**config.mk**
```make
export PLATFORM = sky130hd
export DESIGN_NAME = keypad_scanner
export DESIGN_NICKNAME = d
export VERILOG_FILES = /design/src/rtl/keypad_scanner.sv
export SDC_FILE = /design/constraint.sdc
export NUM_CORES = 1
export LEC_CHECK = 0
export BUFFER_PORTS_ARGS = -buffer_cell sky130_fd_sc_hd__buf_2
export CORE_MARGIN = 4
export CORE_UTILIZATION = 65
export DETAILED_ROUTE_END_ITERATION = 7
export PLACE_DENSITY = 0.83
export SYNTH_ARGS = -nofsm -noshare
export SYNTH_HDL_FRONTEND = slang
export SYNTH_SLANG_ARGS = --single-unit
```
**constraint.sdc**
```tcl
create_clock -name clk -period 15.8 [get_ports clk]
set_clock_uncertainty 0.2 [all_clocks]
set_input_delay 2.37 -clock clk [delete_from_list [all_inputs] [get_ports clk]]
set_output_delay 2.37 -clock clk [all_outputs]
set_load 0.1 [all_outputs]
```
**src/rtl/keypad_scanner.sv**
```systemverilog
// 4x4 matrix keypad scanner: rotates a one-hot-low column drive, captures the
// settled rows per column, and debounces whole-scan results into press/release events.
module keypad_scanner #(
  parameter int SCAN_DIV       = 50000,
  parameter int DEBOUNCE_SCANS = 4
) (
  input  logic       clk,
  input  logic       rst_n,
  input  logic [3:0] row_in,
  output logic [3:0] col_out,
  output logic [7:0] key_coord,
  output logic       key_valid,
  output logic       key_held
);

  localparam int               CNT_W     = $clog2(SCAN_DIV);
  localparam logic [CNT_W-1:0] DWELL_MAX = CNT_W'(SCAN_DIV - 1);
  localparam logic [3:0]       DB_N      = 4'(DEBOUNCE_SCANS);
  localparam logic [7:0]       NO_KEY    = 8'hFF;

  typedef enum logic [1:0] {
    IDLE,
    PRESS_DB,
    PRESSED,
    RELEASE_DB
  } state_t;

  logic [3:0]       row_meta_q;
  logic [3:0]       row_sync_q;
  logic [CNT_W-1:0] dwell_q;
  logic [3:0]       col_q;
  logic [3:0]       cap_q [4];
  logic             scan_done_q;
  logic             settled;
  logic [1:0]       col_idx;

  state_t     state_q, state_d;
  logic [3:0] cnt_q, cnt_d;
  logic [7:0] cand_q, cand_d;
  logic [7:0] coord_q, coord_d;
  logic       valid_q, valid_d;
  logic       held_q, held_d;

  logic [4:0] low_cnt;
  logic [7:0] res_code;
  logic       res_none;
  logic       res_one;

  assign settled = (dwell_q == DWELL_MAX);

  always_comb begin
    case (col_q)
      4'b1101: col_idx = 2'd1;
      4'b1011: col_idx = 2'd2;
      4'b0111: col_idx = 2'd3;
      default: col_idx = 2'd0;
    endcase
  end

  // Rows are sampled only at the end of the dwell so the column drive has settled.
  always_ff @(posedge clk) begin
    if (!rst_n) begin
      row_meta_q  <= 4'hF;
      row_sync_q  <= 4'hF;
      dwell_q     <= '0;
      col_q       <= 4'b1110;
      scan_done_q <= 1'b0;
      for (int i = 0; i < 4; i++) cap_q[i] <= 4'hF;
    end else begin
      row_meta_q  <= row_in;
      row_sync_q  <= row_meta_q;
      scan_done_q <= settled && (col_q == 4'b0111);
      if (settled) begin
        dwell_q        <= '0;
        col_q          <= {col_q[2:0], col_q[3]};
        cap_q[col_idx] <= row_sync_q;
      end else begin
        dwell_q <= dwell_q + 1'b1;
      end
    end
  end

  always_comb begin
    low_cnt  = '0;
    res_code = NO_KEY;
    for (int c = 0; c < 4; c++) begin
      for (int r = 0; r < 4; r++) begin
        if (!cap_q[c][r]) begin
          low_cnt  = low_cnt + 5'd1;
          res_code = {cap_q[c], 4'b1111 ^ (4'b0001 << c)};
        end
      end
    end
    res_none = (low_cnt == 5'd0);
    res_one  = (low_cnt == 5'd1);
  end

  // Multi-key scans fall through the guard and leave all debounce state untouched.
  always_comb begin
    state_d = state_q;
    cnt_d   = cnt_q;
    cand_d  = cand_q;
    coord_d = coord_q;
    valid_d = 1'b0;
    if (scan_done_q && (res_none || res_one)) begin
      case (state_q)
        IDLE: begin
          if (res_one) begin
            if (DB_N == 4'd1) begin
              state_d = PRESSED;
              coord_d = res_code;
              valid_d = 1'b1;
              cnt_d   = '0;
            end else begin
              state_d = PRESS_DB;
              cand_d  = res_code;
              cnt_d   = 4'd1;
            end
          end
        end
        PRESS_DB: begin
          if (res_none) begin
            state_d = IDLE;
            cnt_d   = '0;
          end else if (res_code == cand_q) begin
            if (cnt_q + 4'd1 >= DB_N) begin
              state_d = PRESSED;
              coord_d = cand_q;
              valid_d = 1'b1;
              cnt_d   = '0;
            end else begin
              cnt_d = cnt_q + 4'd1;
            end
          end else begin
            cand_d = res_code;
            cnt_d  = 4'd1;
          end
        end
        PRESSED: begin
          if (res_none || res_code != coord_q) begin
            if (DB_N == 4'd1) begin
              state_d = IDLE;
              coord_d = NO_KEY;
              cnt_d   = '0;
            end else begin
              state_d = RELEASE_DB;
              cnt_d   = 4'd1;
            end
          end
        end
        RELEASE_DB: begin
          if (res_one && res_code == coord_q) begin
            state_d = PRESSED;
            cnt_d   = '0;
          end else if (cnt_q + 4'd1 >= DB_N) begin
            state_d = IDLE;
            coord_d = NO_KEY;
            cnt_d   = '0;
          end else begin
            cnt_d = cnt_q + 4'd1;
          end
        end
        default: begin
          state_d = IDLE;
          cnt_d   = '0;
        end
      endcase
    end
    held_d = (state_d == PRESSED) || (state_d == RELEASE_DB);
  end

  always_ff @(posedge clk) begin
    if (!rst_n) begin
      state_q <= IDLE;
      cnt_q   <= '0;
      cand_q  <= NO_KEY;
      coord_q <= NO_KEY;
      valid_q <= 1'b0;
      held_q  <= 1'b0;
    end else begin
      state_q <= state_d;
      cnt_q   <= cnt_d;
      cand_q  <= cand_d;
      coord_q <= coord_d;
      valid_q <= valid_d;
      held_q  <= held_d;
    end
  end

  assign col_out   = col_q;
  assign key_coord = coord_q;
  assign key_valid = valid_q;
  assign key_held  = held_q;

endmodule

```
# Yosys cells after proc, flatten, opt, wreduce, memory -nomap -nowiden

Memory sizes are Yosys's and may differ from the RTL's.
Cells that the tools add are included.

Bitwise logic cells: 4
$lt $le $gt $ge: 1
Mux-type cells: 67
Equal/unequal tests: 21
Reductions and logical operators: 16
Add/sub/neg operators: 17

Operators by type and width:

| operator                                            | number |
|---|---|
| two-way mux 8 bit                                   | 23 |
| two-way mux 5 bit                                   | 16 |
| adder 5 x 1 -> 5 bit, second input constant         | 15 |
| case mux 8 bit (2 select lines)                     | 2 |
| two-way mux 4 bit                                   | 7 |
| two-way mux 2 bit                                   | 9 |
| adder 16 x 1 -> 16 bit, second input constant       | 1 |
| equality test 16 bit, second input constant         | 1 |
| equality test 8 bit                                 | 2 |
| inequality test 2 bit, second input constant        | 8 |
| case mux 4 bit (4 select lines)                     | 1 |
| equality test 2 bit, second input constant          | 4 |
| equality test 4 bit, second input constant          | 2 |
| inequality test 8 bit                               | 1 |
| case mux 2 bit (4 select lines)                     | 1 |
| two-way mux 1 bit                                   | 7 |
| AND reduction 7 bit                                 | 1 |
| case mux 2 bit (3 select lines)                     | 1 |
| equality test 5 x 1 -> 1 bit, second input constant | 1 |
| zero test 5 bit                                     | 1 |
| AND reduction 5 bit                                 | 1 |
| OR reduction 5 bit                                  | 1 |
| adder 4 x 1 -> 4 bit, second input constant         | 1 |
| equality test 4 x 3 -> 1 bit, second input constant | 1 |
| other kinds (10)                                    | 18 |

Bits in registers: 53
Output and inout bits: 14
Logic and storage cells: 138
Bits of input ports: 6
Memory bits (writable): 16
Memories kept: 1

Memory list:

| name  | words | bits a word | read ports | clocked after memory_dff | wr ports | line | source |
|---|---|---|---|---|---|---|---|
| cap_q | 4     | 4           | 4          | 0                        | 4        | 32   | `logic [3:0] cap_q [4];` |

# Depth between registers and ports, before layout

An unclocked memory read counts as a cell.

Depth after elaboration: 39
Mapped depth: 54

# Worst setup path after synthesis

Ideal clock, no wire load.

Path type: register to register
Start: memory cap_q[0][0]
End: register coord_q[1], in the netlist key_coord[1]
Stages on the path, launching flop included: 54
Setup time: 0.122 ns
Setup slack: 6.173 ns
Arrival time: 9.306 ns
Buffers on the path: 2
Path through: edfxtp_1 > inv_1 > ha_1 > xnor2_1 > ha_1 > nor2b_1 > a21oi_1 > inv_1 > ha_1 > nor2_1 > a21oi_1 > ha_1 > nor2_1 > or3_1 > inv_1 > ha_1 > nor2_1 > a21oi_1 > (+18 left out) > a21oi_1 > inv_1 > ha_1 > nor2_1 > a21oi_1 > ha_1 > nand2b_1 > a21boi_0 > inv_1 > ha_1 > nor2_1 > mux2_2 > or4b_1 > buf_2 > a32oi_1 > and4b_1 > buf_6 > mux2i_1

RTL lines:

| item                 | line | source |
|---|---|---|
| start, declared      | 32   |  |
| end signal, assigned | 184  | `coord_q <= coord_d;` |
| end, declared        | 40   | `logic [7:0] coord_q, coord_d;` |

==> metrics.cfg <==
[cells_and_area]
final_common_cell = nand2_1
layout-drive-gt1-share_pct = 10.3
layout.nets = 601
syn_to_final_growth_pct = 6.98
diodes = 0
n_fill_cell = 574
layout_common_cells = nand2_1 (56), dfxtp_1 (53), nor2_1 (51)

[power_and_ir_drop]
p_leak_nw = 1.97
peakVddDrop_mv = 0.0720
power_mw = 0.634
powerDensity_nw_per_um2 = 122

[hold_path]
worstHoldPathCells = 1
min_path_type = register to register

[cts]
numCtsBuffers = 9
root_buffer = clkbuf_8
post_cts_buffers = 0
clk_path_buf_depth = 2
cts_resized = 0
cts_tree = yes
cts.sinks = 69
clk_latency_ns = 0.35
path_clk_slew_ns = 0.08
cts_max_level = 3
hold_buffers = 0

[critical_path]
startpoint_type = register
crit_required_ns = 15.84
critical_path_class = register to register
cp-end-kind = register
r2r_cells = 51
crit_fanout = 11
cpMostUsedCell = ha_1
arrival_ns = 10.95
critPathMaxStageDelay_ns = 0.57
slowest_stage = or4b_1

[synthesis]
yosys-top-cells-area = dfxtp_1 (22%), edfxtp_1 (9.9%), xnor2_1 (7.2%), ha_1 (4.4%), nand2_1 (4.3%)
synth_area_per_cell_um2 = 8.48
ys_seq_elements = 69
synth-edff-count = 16
syn_nets = 594
syn_area_um2 = 4840
ys_types = 71
async_flop_share_pct = 0
synth_flop_cell = dfxtp_1
syn_inst = 571
yosysTopAreaCell = dfxtp_1
ys_seq_area_share_pct = 31.8
synth_warnings = 0
netlist.area_leader.share_pct = 21.9

[run]
cap_violations = 0

[global_routing]
grt_pass1_wl_um = 16800
grt-ovfl-total = 0
antenna_found_initial = 0
grt_usage_pct = 23.1
grt_pass1_vias = 3829
grt_max_degree = 52

[run_status]
outcome = finished, final reports clean

[floorplanning]
core-area_um2 = 7250
die_area_um2 = 8890
num_io_pins = 20
die_y_um = 94.3
initial_core_util_pct = 66.7
rows = 31
die_w_um = 94.3

[detailed_routing]
viasPerCell = 5.93
wire_per_inst_um = 14.5
dr_total_vias = 4042
drt-initial-drc-count = 174
ant_nets = 0
wl_um = 9920
drc = 0
dr.pass1.iters = 7

[sta]
maxSlewViolCount = 0
slew_headroom_pct = 55.1
setup_viol = 0
period_minus_slack_ns = 10.91
hold_viol = 0
timing.final.crit_share_pct = 69.1
tns_ns = 0
max_freq_mhz = 91.6
rsz0062_at_grt = false
tightest_slew_ns = 0.674

[placed_design]
port_buffers = 19
gp_congestion = 0.923
dp_hpwl_um = 7370

[critical path: cells and delay by family (launching register included)]
kind            cells  cell delay, ns
mux                 3            0.74
buf+inv             7            0.50
fa+ha+maj          14            4.07
compound gates     11            2.21
simple gates       15            2.43
xor+xnor            1            0.24
flops               1            0.38
[logic make-up after synthesis]
| group | synth area share, % |
|---|---|
| mux | 3.62 |
| buf+inv | 4.16 |
| flops | 31.8 |
| xor+xnor | 15.2 |
| fa+ha+maj | 4.39 |
| compound gates | 12.1 |
| simple gates | 28.6 |
[cell usage after synthesis (all sizes together) (16+ instances only)]
master and instances:
a21oi 25, clkbuf 18, dfxtp 53, edfxtp 16
ha 17, inv 24, nand2 56, nand2b 28
nand3 23, nor2 51, nor2b 20, o21ai 16
xnor2 42, xor2 24
[power by group]
group	switching, mW	internal [mW]	total, mW
registers	0.00535	0.183	0.189
logic	0.166	0.122	0.288
clock network	0.0735	0.0832	0.157
[layer usage]
metal | routed length, um | GRT usage, % | up-vias
met5 | 0 | 0 | -
li1 | - | - | 2020
met3 | 388 | 3.61 | 17
met4 | 186 | 8.42 | 0
met1 | 4450 | 28.6 | 1910
met2 | 4890 | 40.4 | 95
[registers in the layout, summed over array words and instances (netlist names), 2 cells and up]
| name | cells |
|---|---|
| cap_q | 16 |
| state_q | 2 |
| dwell_q | 16 |
| row_sync_q | 4 |
| row_meta_q | 4 |
| cnt_q | 4 |
| col_out | 4 |
| cand_q | 8 |
| key_coord | 8 |
[per-stage QoR]
stage	area (um2)	util (%)	std cells	setup slack, ns	hold slack [ns]
detailed placement	4960	68.4	666	5.01	0.193
global route	5180	71.4	682	3.95	0.241
floorplan	4840	-	571	6.17	0.186
CTS	5180	71.4	682	4.96	0.210
finish	5180	71.4	682	4.89	0.214
global placement	4960	68.4	666	5.46	0.189
[final cells by class]
class                      instances  area, um2  share of cell area (%)
timing repair buffer              21        110                    2.13
multi-input combinational        453       3100                    59.8
clock buffer                      10        149                    2.88
clock inverter                     6       66.3                    1.28
tap                               99        124                    2.39
inverter                          24       90.1                    1.74
sequential                        69       1540                    29.8
[path summary, 6_finish.rpt]
check / startpoint / end / slack, ns
max: cap_q[0][0]$_SDFFCE_PN1P_ / cand_q[4]$_SDFFE_PN1P_ / 4.89
min reg2reg: row_meta_q[3]$_SDFF_PN1_ / row_sync_q[3]$_SDFF_PN1_ / 0.21
max reg2reg: cap_q[0][0]$_SDFFCE_PN1P_ / cand_q[4]$_SDFFE_PN1P_ / 4.89
min: row_meta_q[3]$_SDFF_PN1_ / row_sync_q[3]$_SDFF_PN1_ / 0.21
No activity file was read; power rests on OpenSTA's default activity.
